### src/rtl/pdp8_panel_pkg.sv
// pdp8_panel_pkg: shared FSM/pulse-kind encodings, default parameters and a width helper.
// Build option: PANEL_AUTORUN_EN (see pdp8_panel_ctrl).
package pdp8_panel_pkg;

  typedef enum logic [1:0] {
    S_POR,
    S_IDLE,
    S_PULSE,
    S_WAITREL
  } state_t;

  typedef enum logic [1:0] {
    KIND_RUN,
    KIND_HALT,
    KIND_RSTCLR
  } kind_t;

  localparam int DEF_DEBOUNCE_CYCLES = 1000;
  localparam int DEF_PULSE_CYCLES    = 4;
  localparam int DEF_POR_CYCLES      = 16;

  // Counter width for a 0..n-1 count, never less than one bit.
  function automatic int cw(input int n);
    return (n <= 2) ? 1 : $clog2(n);
  endfunction

endpackage

### src/rtl/pdp8_panel_if.sv
// pdp8_panel_if: panel <-> CPU control bundle (running status in, sw_* pulses and busy out).
// master = panel controller, slave = CPU side.
interface pdp8_panel_if;
  logic running;
  logic sw_RUN;
  logic sw_HALT;
  logic sw_RESET;
  logic sw_CLEAR;
  logic busy;

  modport master (
    input  running,
    output sw_RUN, sw_HALT, sw_RESET, sw_CLEAR, busy
  );

  modport slave (
    output running,
    input  sw_RUN, sw_HALT, sw_RESET, sw_CLEAR, busy
  );
endinterface

### src/rtl/pdp8_debounce.sv
// pdp8_debounce: 2-FF synchroniser, stability counter and press strobe for one active-low button.
// Ports: CLK, RESET (async high), nIN raw button, level debounced pressed, press 1-cycle strobe.
module pdp8_debounce
  import pdp8_panel_pkg::*;
#(
  parameter int DEBOUNCE_CYCLES = DEF_DEBOUNCE_CYCLES
) (
  input  logic CLK,
  input  logic RESET,
  input  logic nIN,
  output logic level,
  output logic press
);

  localparam int CW = cw(DEBOUNCE_CYCLES);
  localparam logic [CW-1:0] LAST = CW'(DEBOUNCE_CYCLES - 1);

  // Synchroniser holds the raw active-low value, so reset 1 = released.
  logic s1_q, s2_q;
  logic lvl_q, lvl_d;
  logic prev_q;
  logic [CW-1:0] cnt_q, cnt_d;
  logic synced;

  assign synced = ~s2_q;

  always_comb begin
    lvl_d = lvl_q;
    cnt_d = '0;
    if (synced != lvl_q) begin
      if (cnt_q == LAST) lvl_d = synced;
      else cnt_d = cnt_q + CW'(1);
    end
  end

  always_ff @(posedge CLK or posedge RESET) begin
    if (RESET) begin
      s1_q   <= 1'b1;
      s2_q   <= 1'b1;
      lvl_q  <= 1'b0;
      prev_q <= 1'b0;
      cnt_q  <= '0;
    end else begin
      s1_q   <= nIN;
      s2_q   <= s1_q;
      lvl_q  <= lvl_d;
      prev_q <= lvl_q;
      cnt_q  <= cnt_d;
    end
  end

  assign level = lvl_q;
  assign press = lvl_q & ~prev_q;

endmodule

### src/rtl/pdp8_panel_ctrl.sv
// pdp8_panel_ctrl: front-panel run controller; debounces nBUT1/nBUT2, runs POR, emits sw_* pulses.
// Ports: CLK, RESET (async high), nBUT1, nBUT2, cpu (pdp8_panel_if.master). Option: PANEL_AUTORUN_EN.
module pdp8_panel_ctrl
  import pdp8_panel_pkg::*;
#(
  parameter int DEBOUNCE_CYCLES = DEF_DEBOUNCE_CYCLES,
  parameter int PULSE_CYCLES    = DEF_PULSE_CYCLES,
  parameter int POR_CYCLES      = DEF_POR_CYCLES
) (
  input  logic CLK,
  input  logic RESET,
  input  logic nBUT1,
  input  logic nBUT2,
  pdp8_panel_if.master cpu
);

  localparam int CWP = cw(POR_CYCLES);
  localparam int CWU = cw(PULSE_CYCLES);
  localparam int CW  = (CWP > CWU) ? CWP : CWU;
  localparam logic [CW-1:0] POR_LAST = CW'(POR_CYCLES - 1);
  localparam logic [CW-1:0] PUL_LAST = CW'(PULSE_CYCLES - 1);

  logic lvl1, lvl2, press1, press2;

  pdp8_debounce #(.DEBOUNCE_CYCLES(DEBOUNCE_CYCLES)) u_db1 (
    .CLK   (CLK),
    .RESET (RESET),
    .nIN   (nBUT1),
    .level (lvl1),
    .press (press1)
  );

  pdp8_debounce #(.DEBOUNCE_CYCLES(DEBOUNCE_CYCLES)) u_db2 (
    .CLK   (CLK),
    .RESET (RESET),
    .nIN   (nBUT2),
    .level (lvl2),
    .press (press2)
  );

  state_t state_q, state_d;
  kind_t  kind_q, kind_d;
  logic [CW-1:0] cnt_q, cnt_d;
  logic run_q, run_d;
  logic halt_q, halt_d;
  logic rst_q, rst_d;
  logic clr_q, clr_d;

  always_comb begin
    state_d = state_q;
    kind_d  = kind_q;
    cnt_d   = cnt_q;
    unique case (state_q)
      S_POR: begin
        if (cnt_q == POR_LAST) begin
          cnt_d = '0;
`ifdef PANEL_AUTORUN_EN
          state_d = S_PULSE;
          kind_d  = KIND_RUN;
`else
          state_d = S_WAITREL;
`endif
        end else begin
          cnt_d = cnt_q + CW'(1);
        end
      end
      S_IDLE: begin
        cnt_d = '0;
        // RESET/CLEAR button has priority over RUN/HALT.
        if (press2) begin
          state_d = S_PULSE;
          kind_d  = KIND_RSTCLR;
        end else if (press1) begin
          state_d = S_PULSE;
          kind_d  = cpu.running ? KIND_HALT : KIND_RUN;
        end
      end
      S_PULSE: begin
        if (cnt_q == PUL_LAST) begin
          cnt_d   = '0;
          state_d = S_WAITREL;
        end else begin
          cnt_d = cnt_q + CW'(1);
        end
      end
      S_WAITREL: begin
        cnt_d = '0;
        if (!lvl1 && !lvl2) state_d = S_IDLE;
      end
      default: begin
        state_d = S_POR;
        cnt_d   = '0;
      end
    endcase

    // Outputs decoded from next state so they are registered with it.
    run_d  = (state_d == S_PULSE) && (kind_d == KIND_RUN);
    halt_d = (state_d == S_PULSE) && (kind_d == KIND_HALT);
    rst_d  = (state_d == S_POR) ||
             ((state_d == S_PULSE) && (kind_d == KIND_RSTCLR));
    clr_d  = rst_d;
  end

  always_ff @(posedge CLK or posedge RESET) begin
    if (RESET) begin
      state_q <= S_POR;
      kind_q  <= KIND_RUN;
      cnt_q   <= '0;
      run_q   <= 1'b0;
      halt_q  <= 1'b0;
      rst_q   <= 1'b1;
      clr_q   <= 1'b1;
    end else begin
      state_q <= state_d;
      kind_q  <= kind_d;
      cnt_q   <= cnt_d;
      run_q   <= run_d;
      halt_q  <= halt_d;
      rst_q   <= rst_d;
      clr_q   <= clr_d;
    end
  end

  assign cpu.sw_RUN   = run_q;
  assign cpu.sw_HALT  = halt_q;
  assign cpu.sw_RESET = rst_q;
  assign cpu.sw_CLEAR = clr_q;
  assign cpu.busy     = (state_q != S_IDLE);

endmodule
### src/flat_wrapper.sv
// flat-port wrapper written by rule: the top's interface ports become plain ports
module pdp8_panel_ctrl_flat import pdp8_panel_pkg::*;
#(
  parameter int DEBOUNCE_CYCLES = DEF_DEBOUNCE_CYCLES,
  parameter int PULSE_CYCLES    = DEF_PULSE_CYCLES,
  parameter int POR_CYCLES      = DEF_POR_CYCLES
)
  (CLK, RESET, nBUT1, nBUT2, cpu_running, cpu_sw_RUN, cpu_sw_HALT, cpu_sw_RESET, cpu_sw_CLEAR, cpu_busy);
  pdp8_panel_if cpu_i ();
  input  logic CLK;
  input  logic RESET;
  input  logic nBUT1;
  input  logic nBUT2;
  input wire logic [$bits(cpu_i.running)-1:0] cpu_running;
  output wire logic [$bits(cpu_i.sw_RUN)-1:0] cpu_sw_RUN;
  output wire logic [$bits(cpu_i.sw_HALT)-1:0] cpu_sw_HALT;
  output wire logic [$bits(cpu_i.sw_RESET)-1:0] cpu_sw_RESET;
  output wire logic [$bits(cpu_i.sw_CLEAR)-1:0] cpu_sw_CLEAR;
  output wire logic [$bits(cpu_i.busy)-1:0] cpu_busy;
  assign cpu_i.running = cpu_running;
  assign cpu_sw_RUN = cpu_i.sw_RUN;
  assign cpu_sw_HALT = cpu_i.sw_HALT;
  assign cpu_sw_RESET = cpu_i.sw_RESET;
  assign cpu_sw_CLEAR = cpu_i.sw_CLEAR;
  assign cpu_busy = cpu_i.busy;
  pdp8_panel_ctrl #(.DEBOUNCE_CYCLES(DEBOUNCE_CYCLES), .PULSE_CYCLES(PULSE_CYCLES), .POR_CYCLES(POR_CYCLES)) u_core (.CLK(CLK), .RESET(RESET), .nBUT1(nBUT1), .nBUT2(nBUT2), .cpu(cpu_i));
endmodule
### config.mk
export PLATFORM = sky130hd
export DESIGN_NAME = pdp8_panel_ctrl_flat
export DESIGN_NICKNAME = d
export VERILOG_FILES = /design/src/rtl/pdp8_panel_pkg.sv /design/src/rtl/pdp8_panel_if.sv /design/src/rtl/pdp8_debounce.sv /design/src/rtl/pdp8_panel_ctrl.sv /design/src/flat_wrapper.sv
export SDC_FILE = /design/constraint.sdc
export NUM_CORES = 1
export LEC_CHECK = 0
export BUFFER_PORTS_ARGS = -buffer_cell sky130_fd_sc_hd__buf_2
export CAP_MARGIN = 5
export CORE_ASPECT_RATIO = 2
export CORE_MARGIN = 2
export CORE_UTILIZATION = 56
export CTS_BUF_LIST = sky130_fd_sc_hd__clkbuf_4 sky130_fd_sc_hd__clkbuf_8
export DETAILED_ROUTE_END_ITERATION = 8
export GPL_TIMING_DRIVEN = 0
export PLACE_DENSITY = 0.77
export SKIP_LAST_GASP = 1
export SYNTH_ARGS = -nofsm -noshare
export SYNTH_HDL_FRONTEND = slang
export SYNTH_SLANG_ARGS = --single-unit
### constraint.sdc
create_clock -name CLK -period 1.5 [get_ports CLK]
set_clock_uncertainty 0.2 [all_clocks]
set_input_delay 0.15 -clock CLK [delete_from_list [all_inputs] [get_ports CLK]]
set_output_delay 0.15 -clock CLK [all_outputs]
set_load 0.005 [all_outputs]
==> flow_metrics.env, run 1 <==
export IMPL_worstPathArrival_ns=1.56
export IMPL_fin_ws_ns=-0.0436
export IMPL_grt_max_degree=40
export IMPL_finalHoldViolations=0
export IMPL_ys_flop_type="dfrtp_1"
export IMPL_power_switching_mw=0.422
export IMPL_clkPwrFrac_pct=42.8
export IMPL_die_x_um=43.6
export IMPL_drv_cap=0
export IMPL_setup_viol=1
export IMPL_area_growth_syn_to_layout_pct=25.6
export IMPL_yosysSeqAreaShare_pct=56.0
export IMPL_rows=28
export IMPL_dpl_instance_area_sq_um=1840
export IMPL_layout_min_cycle_time_ns=1.54
export IMPL_ant_nets=0
export IMPL_start_util_pct=58.9
export IMPL_dp_hpwl_mm=2.09
export IMPL_clk_pin_slew_ns=0.07
export IMPL_first_global_vias=1341
export IMPL_power_density_nw_per_um2=941
export IMPL_yosys_warnings=0
export IMPL_rsz0062_at_grt="true"
export IMPL_synth_distinct_cells=34
export IMPL_async_flop_share_pct=100
export IMPL_clock_latency_ns=0.29
export IMPL_nets=200
export IMPL_final_cells=223
export IMPL_p_sw_share_pct=20.3
export IMPL_worstPathRequired_ns=1.51
export IMPL_grt_overflow=0
export IMPL_syn_cell_area_sq_um=1760
export IMPL_cts_root_buf="clkbuf_8"
export IMPL_routedWlPerCell_um=14.8
export IMPL_intPower_mw=1.65
export IMPL_hold_ws_ns=0.157
export IMPL_sequentialPowerShare_pct=53.0
export IMPL_netlist_instances=164
export IMPL_p_leak_nw=0.938
export IMPL_vdd_drop_max_mv=1.32
export IMPL_status="complete, but fails checks"
export IMPL_final_cell_mix="27 x dfrtp_1, 20 x nor2_1, 11 x a21oi_1"
export IMPL_synth_nets=172
export IMPL_cp_end_kind="flip-flop"
export IMPL_design_area_sq_um=2200
export IMPL_max_freq_mhz=648
export IMPL_setup_tns_ns=-0.0436
export IMPL_gr_usage_all_layers_pct=20.1
export IMPL_num_antenna_cells=0
export IMPL_core_sq_um=2980
export IMPL_critPathKind="reg -> reg"
export IMPL_worstPathMaxFanout=7
export IMPL_die_height_um=83.2
export IMPL_vias=1297
export IMPL_cts_made_buffers=5
export IMPL_p_total_mw=2.07
export IMPL_synth_edff_count=0
export IMPL_slew_viol_final=0
export IMPL_final_common_cell="dfrtp_1"
export IMPL_worst_pin_slew_ns=0.639
export IMPL_fin_crit_sh_pct=103
export IMPL_die_area_sq_um=3630
export IMPL_grt_pass1_wl_mm=5.48
export IMPL_cp_start_kind="flip-flop"
export IMPL_numPortBuffers=9
export IMPL_gp_congestion=0.827
export IMPL_post_synth_cell_area_avg_sq_um=10.7
export IMPL_dp_cells=203
export IMPL_routed_wl_mm=3.30
export IMPL_slew_headroom_pct=57.3
export IMPL_dr_pass1_iters=4
export IMPL_preCtsSetupSlack_ns=-0.209
export IMPL_clock_sinks=39
export IMPL_yosys_register_bits=39
export IMPL_cts_max_path_buffers=2
export IMPL_viasPerCell=5.82
export IMPL_drc=0
export IMPL_cts_htree_levels=2
export IMPL_failed_checks="negative setup slack"
export IMPL_drt_initial_drc_count=39
export IMPL_pin_count=10
export IMPL_drive_above_1_share_pct=33.2
export IMPL_cts_tree="done"
export IMPL_min_path_type="reg -> reg"
export IMPL_power_frac_comb_pct=4.1
export IMPL_antenna_found_initial=0
export IMPL_postLayoutCoreUtil_pct=74.0
[cell type report]
type,count,area (sq um)
multi-input combinational,115,871
clock inverter,2,35.0
buffer,1,7.51
clock buffer,6,82.6
inverter,9,35.0
tap,30,37.5
sequential,39,991
timing repair buffer,21,145
fill,192,773
[power groups by stage]
stage / Combinational [mW] / Sequential [mW] / Clock, mW
after floorplan: 0.0483 / 1.11 / 0
after global placement: 0.0643 / 1.11 / 0
after detailed placement: 0.0661 / 1.11 / 0
after CTS: 0.0821 / 1.10 / 0.920
after global routing: 0.102 / 1.10 / 0.951
final: 0.0861 / 1.10 / 0.888
[sequential cells by signal, indices dropped and copies added (netlist names)]
name and count:
u_core.u_db2.s1_q 1, u_core.state_q 2, u_core.u_db2.cnt_q 10, u_core.cpu.sw_RUN 1, u_core.u_db1.cnt_q 10, u_core.cpu.sw_HALT 1, u_core.u_db1.prev_q 1, u_core.u_db2.prev_q 1
u_core.u_db1.s2_q 1, u_core.kind_q 2, u_core.u_db2.s2_q 1, u_core.cnt_q 4, u_core.u_db2.level 1, u_core.cpu.sw_RESET 1, u_core.u_db1.s1_q 1, u_core.u_db1.level 1
[cells in the mapped netlist (all sizes together), types with 3 or more instances]
library cell,number,area [sq um]
a21oi,14,73.8
a31oi,5,31.3
and4,4,35.0
dfrtp,34,851
dfstp,5,131
ha,3,37.5
inv,9,33.8
nand2,9,33.8
nand2b,4,40.0
nand3,7,45.0
nand4,4,25.0
nor2,26,103
o21ai,4,20.0
xnor2,9,78.8
xor2,6,52.6
[timing repair]
item                       4_1_cts  5_1_grt
gates resized for setup         16       17
buffers inserted                 3        5
hold endpoints to repair        39        0
pin swaps                        0       12
setup endpoints to repair       18       20
hold buffers                     4        0
[kinds of logic after synthesis]
kind of cell / share of synthesized area, %
xor gates and xnor gates: 7.48
and+or+nand+nor: 19.4
DFF: 56.0
AOI/OAI and AO/OA: 12.7
adders and majority gates: 2.14
buffers and inverters: 2.35
[path summary, 6_finish.rpt]
path | startpoint | end | slack (ns) | depth (start not counted)
min reg2reg | u_core.u_db1.s1_q$_DFF_PP1_ | u_core.u_db1.s2_q$_DFF_PP1_ | 0.16 | 0
max | u_core.state_q[1]$_DFF_PP0_ | u_core.cpu.sw_RESET$_DFF_PP1_ | -0.04 | 4
max in group asynchronous | RESET | u_core.u_db1.cnt_q[3]$_DFF_PP0_ | 0.38 | 3
min | u_core.u_db1.s1_q$_DFF_PP1_ | u_core.u_db1.s2_q$_DFF_PP1_ | 0.16 | 0
max reg2reg | u_core.state_q[1]$_DFF_PP0_ | u_core.cpu.sw_RESET$_DFF_PP1_ | -0.04 | 4
min in group asynchronous | RESET | u_core.kind_q[1]$_DFF_PP0_ | 0.29 | 3
[metal layers]
metal / global-route usage [%] / vias to the layer above / routed length, um
li1: - / 626 / -
met1: 21.2 / 639 / 1320
met2: 34.9 / 22 / 1770
met3: 5.22 / 10 / 85
met4: 9.92 / 0 / 126
met5: 0 / - / 0
[critical path: stages (launching register included)]
cell       delay (ns)
dfrtp_2          0.46
nand4bb_4        0.23
nand2_1          0.12
nor2_1           0.07
o32a_1           0.39
(Power assumes the default switching activity.)
==> run 2, diff against run 1 <==
--- a/config.mk
+++ b/config.mk
@@ -7,7 +7,7 @@
 export LEC_CHECK = 0
 export BUFFER_PORTS_ARGS = -buffer_cell sky130_fd_sc_hd__buf_2
 export CAP_MARGIN = 5
-export CORE_ASPECT_RATIO = 2
+export CORE_ASPECT_RATIO = 1.75
 export CORE_MARGIN = 2
 export CORE_UTILIZATION = 56
 export CTS_BUF_LIST = sky130_fd_sc_hd__clkbuf_4 sky130_fd_sc_hd__clkbuf_8
==> run 2 against run 1 <==
Net effect:
- critical endpoint unchanged
- setup slack gained 0.045 ns
- non-clock buffer count shrank 4
- highest routed layer unchanged
- combinational power grew 8.4%
- largest cell class unchanged
- first-iteration DRC count shrank 31%
- power shrank 5.0%
- flip-flop and latch count is the same
- die area shrank 0.26%
- the flow now finishes without violations
- critical path depth is the same
- sequential share of layout area grew 0.13 points
- clock power shrank 13%
==> flow_metrics.env, run 2 (synthesized netlist as in run 1, its figures left out) <==
export IMPL_regArea_sq_um=991
export IMPL_slew_headroom_pct=70.2
export IMPL_critical_path_slowest_cell="dfrtp_2"
export IMPL_cts_made_buffers=5
export IMPL_cts_htree_levels=2
export IMPL_gr_usage_all_layers_pct=20.4
export IMPL_nets=196
export IMPL_ant_nets=0
export IMPL_cpLargestDelayFamily="flip-flops"
export IMPL_final_cell_mix="27 x dfrtp_1, 21 x nor2_1, 12 x a21oi_1"
export IMPL_worst_path_buf_inv=0
export IMPL_fin_crit_sh_pct=99.9
export IMPL_multi_input_area_sq_um=871
export IMPL_dp_hpwl_mm=2.16
export IMPL_top_regs="u_core.u_db1.cnt_q: 10 flops, u_core.u_db2.cnt_q: 10 flops, u_core.cnt_q: 4 flops"
export IMPL_rsz0062_at_grt="true"
export IMPL_setup_tns_ns=0
export IMPL_drv_cap=0
export IMPL_grt_overflow=0
export IMPL_worstPathMaxFanout=8
export IMPL_setup_viol=0
export IMPL_status="finished clean"
export IMPL_cts_root_buf="clkbuf_8"
export IMPL_power_density_nw_per_um2=897
export IMPL_worstPathRequired_ns=1.53
export IMPL_clkPwrFrac_pct=39.4
export IMPL_drc=0
export IMPL_num_antenna_cells=0
export IMPL_die_x_um=46.3
export IMPL_die_area_sq_um=3620
export IMPL_cts_tree="done"
export IMPL_cts_max_path_buffers=2
export IMPL_antenna_found_initial=0
export IMPL_cp_depth=4
export IMPL_cp_cell_sequence="nand4bb_4, nand2_1, nor2_1, o32a_1"
export IMPL_vias=1288
export IMPL_viasPerCell=5.58
export IMPL_drive_above_1_share_pct=31.7
export IMPL_layout_min_cycle_time_ns=1.50
export IMPL_p_sw_share_pct=22.0
export IMPL_p_leak_nw=0.908
export IMPL_first_global_vias=1268
export IMPL_start_util_pct=59.3
export IMPL_min_delay_path_depth=0
export IMPL_rr_worst_depth=4
export IMPL_routedWlPerCell_um=14.4
export IMPL_core_sq_um=2960
export IMPL_cp_end_kind="flip-flop"
export IMPL_clk_pin_slew_ns=0.08
export IMPL_numPortBuffers=9
export IMPL_vdd_drop_max_mv=0.783
export IMPL_max_freq_mhz=667
export IMPL_final_common_cell="dfrtp_1"
export IMPL_pin_count=10
export IMPL_worst_pin_slew_ns=0.445
export IMPL_rows=26
export IMPL_finalHoldViolations=0
export IMPL_worstPathArrival_ns=1.53
export IMPL_slew_viol_final=0
export IMPL_n_fill_cell=200
export IMPL_die_height_um=78.1
export IMPL_cp_start_kind="flip-flop"
export IMPL_critPathKind="reg -> reg"
export IMPL_grt_pass1_wl_mm=5.35
export IMPL_p_total_mw=1.97
export IMPL_power_switching_mw=0.433
export IMPL_dr_pass1_iters=4
export IMPL_clock_latency_ns=0.30
export IMPL_clock_sinks=39
export IMPL_area_growth_syn_to_layout_pct=25.2
export IMPL_min_path_type="reg -> reg"
export IMPL_intPower_mw=1.54
export IMPL_power_frac_comb_pct=4.7
export IMPL_grt_max_degree=22
export IMPL_slowest_delay_ns=0.47
export IMPL_sequentialPowerShare_pct=55.9
export IMPL_drt_initial_drc_count=27
export IMPL_routed_wl_mm=3.32
export IMPL_gp_congestion=0.809
## run 2: what timing repair did
| item | in CTS | in global routing |
|---|---|---|
| pin swaps | 0 | 8 |
| gates resized for setup | 13 | 20 |
| hold endpoints to repair | 22 | 0 |
| setup endpoints to repair | 16 | 25 |
| gates cloned | 0 | 0 |
| hold buffers | 4 | 0 |
| buffers inserted | 1 | 2 |
## run 2: worst paths after layout
kind / from / end / slack (ns)
max: u_core.state_q[1]$_DFF_PP0_ / u_core.cpu.sw_RESET$_DFF_PP1_ / 0.001
min: u_core.u_db1.s1_q$_DFF_PP1_ / u_core.u_db1.s2_q$_DFF_PP1_ / 0.16
max reg2reg: u_core.state_q[1]$_DFF_PP0_ / u_core.cpu.sw_RESET$_DFF_PP1_ / 0.001
min reg2reg: u_core.u_db1.s1_q$_DFF_PP1_ / u_core.u_db1.s2_q$_DFF_PP1_ / 0.16
max in group asynchronous: RESET / u_core.u_db1.s2_q$_DFF_PP1_ / 0.39
min in group asynchronous: RESET / u_core.u_db2.cnt_q[8]$_DFF_PP0_ / 0.21
## run 2: metrics by stage
step           hold WS, ns  std cells  utilization [%]  area (sq um)  setup WS (ns)
2_1_floorplan      -0.0455        164                -          1760         0.0371
3_3_place_gp        0.0546        215             62.6          1850         -0.185
3_5_place_dp        0.0562        216             63.5          1880         -0.205
4_1_cts              0.157        229             70.5          2090        0.00303
5_1_grt              0.166        231             74.3          2200        -0.0339
6_report             0.156        231             74.3          2200        0.00134
## run 2: cell type report
| cell class | instances | share of cell area, % |
|---|---|---|
| Clock inverter | 1 | 0.341 |
| Tap cell | 42 | 2.39 |
| Multi-Input combinational cell | 115 | 39.6 |
| Inverter | 9 | 1.71 |
| Buffer | 1 | 0.341 |
| Clock buffer | 7 | 4.38 |
| Sequential cell | 39 | 45.1 |
| Timing Repair Buffer | 17 | 6.15 |
## run 2: routing by layer
layer	up-vias	GRT usage, %	routed length (um)
li1	624	-	-
met1	622	22.6	1230
met2	33	34.3	1900
met3	9	4.83	107
met4	0	10.3	85
met5	-	0	0
## run 2: power groups by stage
| stage | logic (mW) | registers [mW] | clock network [mW] |
|---|---|---|---|
| 3_5_place_dp | 0.0755 | 1.11 | 0 |
| 3_3_place_gp | 0.0638 | 1.11 | 0 |
| 5_1_grt | 0.110 | 1.10 | 0.841 |
| 4_1_cts | 0.0906 | 1.10 | 0.797 |
| 6_report | 0.0933 | 1.10 | 0.776 |
| 2_1_floorplan | 0.0483 | 1.11 | 0 |
==> run 3, diff against run 2 <==
--- a/config.mk
+++ b/config.mk
@@ -5,15 +5,15 @@
 export SDC_FILE = /design/constraint.sdc
 export NUM_CORES = 1
 export LEC_CHECK = 0
-export BUFFER_PORTS_ARGS = -buffer_cell sky130_fd_sc_hd__buf_2
 export CAP_MARGIN = 5
 export CORE_ASPECT_RATIO = 1.75
 export CORE_MARGIN = 2
-export CORE_UTILIZATION = 56
+export CORE_UTILIZATION = 58
 export CTS_BUF_LIST = sky130_fd_sc_hd__clkbuf_4 sky130_fd_sc_hd__clkbuf_8
 export DETAILED_ROUTE_END_ITERATION = 8
+export DONT_BUFFER_PORTS = 1
 export GPL_TIMING_DRIVEN = 0
-export PLACE_DENSITY = 0.77
+export PLACE_DENSITY = 0.76
 export SKIP_LAST_GASP = 1
 export SYNTH_ARGS = -nofsm -noshare
 export SYNTH_HDL_FRONTEND = slang
==> run 3 against run 2 <==
Net effect:
- worst hold slack improved by 0.0018 ns
- sequential share of layout area rose by 0.97 points
- critical path depth did not move
- cell count fell by 8.7%
- global-route usage rose by 0.18 points
- non-clock buffer count fell by 6
- critical path type unchanged
- die area fell by 3.2%
- design area fell by 2.0%
- register-to-register slack improved by 0.03 ns
- largest cell class unchanged
- critical endpoint is now u_core.u_db1.cnt_q[7]$_DFF_PP0_
- wire length fell by 1.5%
- count of clock-buffer cells in the layout fell by 2
- largest power group unchanged
==> flow_metrics.env, run 3 (synthesized netlist as in run 1, its figures left out) <==
export IMPL_status="finished clean"
export IMPL_pin_count=10
export IMPL_cts_htree_levels=2
export IMPL_die_x_um=45.6
export IMPL_final_cell_mix="26 x dfrtp_1, 23 x nor2_1, 12 x a21oi_1"
export IMPL_layout_min_cycle_time_ns=1.47
export IMPL_setup_viol=0
export IMPL_ant_nets=0
export IMPL_worstPathRequired_ns=1.48
export IMPL_vias=1270
export IMPL_grt_overflow=0
export IMPL_cp_cell_sequence="ha_4, and4_4, a21oi_1, o221a_2"
export IMPL_cts_max_path_buffers=2
export IMPL_slew_viol_final=0
export IMPL_design_area_sq_um=2150
export IMPL_drc=0
export IMPL_final_common_cell="dfrtp_1"
export IMPL_gr_usage_all_layers_pct=20.6
export IMPL_antenna_found_initial=0
export IMPL_area_growth_syn_to_layout_pct=22.7
export IMPL_met1_usage_pct=21.8
export IMPL_met3_usage_pct=5.65
export IMPL_r2r_slack_ns=0.03
export IMPL_dr_pass1_iters=4
export IMPL_finalHoldViolations=0
export IMPL_start_util_pct=60.6
export IMPL_slowest_delay_ns=0.43
export IMPL_rsz0062_at_grt="true"
export IMPL_fin_crit_sh_pct=97.9
export IMPL_rr_worst_depth=4
export IMPL_nets=190
export IMPL_drive_above_1_share_pct=28.4
export IMPL_preCtsSetupSlack_ns=-0.210
export IMPL_grt_pass1_wl_mm=5.25
export IMPL_clk_pin_slew_ns=0.07
export IMPL_p_leak_nw=0.892
export IMPL_grt_use_met2_pct=36.2
export IMPL_numPortBuffers=0
export IMPL_gp_congestion=0.817
export IMPL_r2r_end="u_core.u_db1.cnt_q[7]$_DFF_PP0_"
export IMPL_rows=26
export IMPL_vdd_drop_max_mv=0.831
export IMPL_viasPerCell=6.02
export IMPL_worst_pin_slew_ns=0.596
export IMPL_rr_startpoint="u_core.u_db1.cnt_q[0]$_DFF_PP0_"
export IMPL_clock_latency_ns=0.29
export IMPL_worst_path_buf_inv=0
export IMPL_power_density_nw_per_um2=1020
export IMPL_min_to="u_core.u_db2.s2_q$_DFF_PP1_"
export IMPL_core_sq_um=2900
export IMPL_drv_cap=0
export IMPL_routedWlPerCell_um=15.5
export IMPL_cts_tree="done"
export IMPL_fin_ws_ns=0.0314
export IMPL_grt_max_degree=27
export IMPL_routed_wl_mm=3.27
export IMPL_cpLargestDelayFamily="flip-flops"
export IMPL_min_path_type="reg -> reg"
export IMPL_n_fill_cell=192
export IMPL_cts_root_buf="clkbuf_8"
export IMPL_max_freq_mhz=681
export IMPL_die_height_um=76.8
export IMPL_dpl_instance_area_sq_um=1820
export IMPL_critical_path_slowest_cell="dfrtp_1"
export IMPL_top_regs="u_core.u_db1.cnt_q: 10 flops, u_core.u_db2.cnt_q: 10 flops, u_core.cnt_q: 4 flops"
export IMPL_critPathKind="reg -> reg"
export IMPL_drt_initial_drc_count=27
export IMPL_cts_made_buffers=5
export IMPL_worstPathArrival_ns=1.45
export IMPL_busiest_layer="met2"
export IMPL_hold_path_startpoint="u_core.u_db2.s1_q$_DFF_PP1_"
export IMPL_dp_hpwl_mm=2.21
export IMPL_worstPathMaxFanout=5
export IMPL_min_delay_path_depth=0
export IMPL_die_area_sq_um=3500
export IMPL_clock_sinks=39
export IMPL_num_antenna_cells=0
export IMPL_setup_tns_ns=0
export IMPL_first_global_vias=1266
export IMPL_cp_end_kind="flip-flop"
export IMPL_slew_headroom_pct=60.2
export IMPL_cp_start_kind="flip-flop"
[run 3: power breakdown]
group          leakage (nW)  total [mW]  internal (mW)  switching [mW]
Sequential            0.500        1.10           1.07          0.0255
Clock                0.0644        1.02          0.663           0.354
Combinational         0.327      0.0873         0.0410          0.0463
[run 3: how the worst max path moves through the flow]
stage	end	cells past startpoint	slack [ns]	startpoint
2_1_floorplan	u_core.u_db1.cnt_q[7]$_DFF_PP0_	4	0.04	u_core.u_db1.cnt_q[0]$_DFF_PP0_
3_3_place_gp	u_core.cpu.sw_RUN$_DFF_PP0_	5	-0.17	u_core.cnt_q[0]$_DFF_PP0_
3_5_place_dp	u_core.cpu.sw_RUN$_DFF_PP0_	5	-0.21	u_core.cnt_q[0]$_DFF_PP0_
4_1_cts	u_core.u_db1.cnt_q[7]$_DFF_PP0_	4	0.004	u_core.u_db1.cnt_q[0]$_DFF_PP0_
5_1_grt	u_core.u_db1.cnt_q[8]$_DFF_PP0_	5	-0.04	u_core.u_db1.cnt_q[0]$_DFF_PP0_
6_report	u_core.u_db1.cnt_q[7]$_DFF_PP0_	4	0.03	u_core.u_db1.cnt_q[0]$_DFF_PP0_
[run 3: what timing repair did]
| item | 4_1_cts | 5_1_grt |
|---|---|---|
| setup buffers | 0 | 6 |
| hold endpoints to repair | 18 | 0 |
| hold buffers | 4 | 0 |
| resized for setup | 14 | 13 |
| pin swaps | 1 | 7 |
| endpoints found under the setup margin | 16 | 18 |
[run 3: cell type report]
type	instances	area, sq um	share of cell area [%]
clock buffer	5	68.8	3.19
buffer	1	7.51	0.348
inverter	9	33.8	1.57
multi-input combinational	115	837	38.9
sequential	39	992	46.1
timing repair buffer	11	113	5.23
clock inverter	3	67.6	3.14
tap	28	35.0	1.63
[run 3: metrics by stage]
stage	std cells	hold WS [ns]	total power, mW	utilization, %
after floorplan	164	-0.0455	1.16	-
after global placement	192	-0.0455	1.17	61.8
after detailed placement	193	-0.0650	1.18	62.8
after CTS	205	0.156	2.20	70.4
after global routing	211	0.164	2.30	74.4
final	211	0.158	2.20	74.4
[run 3: layer usage]
layer,share of wire (%),routed length (um),up-vias
met5,0,0,-
met4,1.2,39,0
met3,2.8,91,6
met2,60,1960,25
met1,36,1180,631
li1,-,-,608
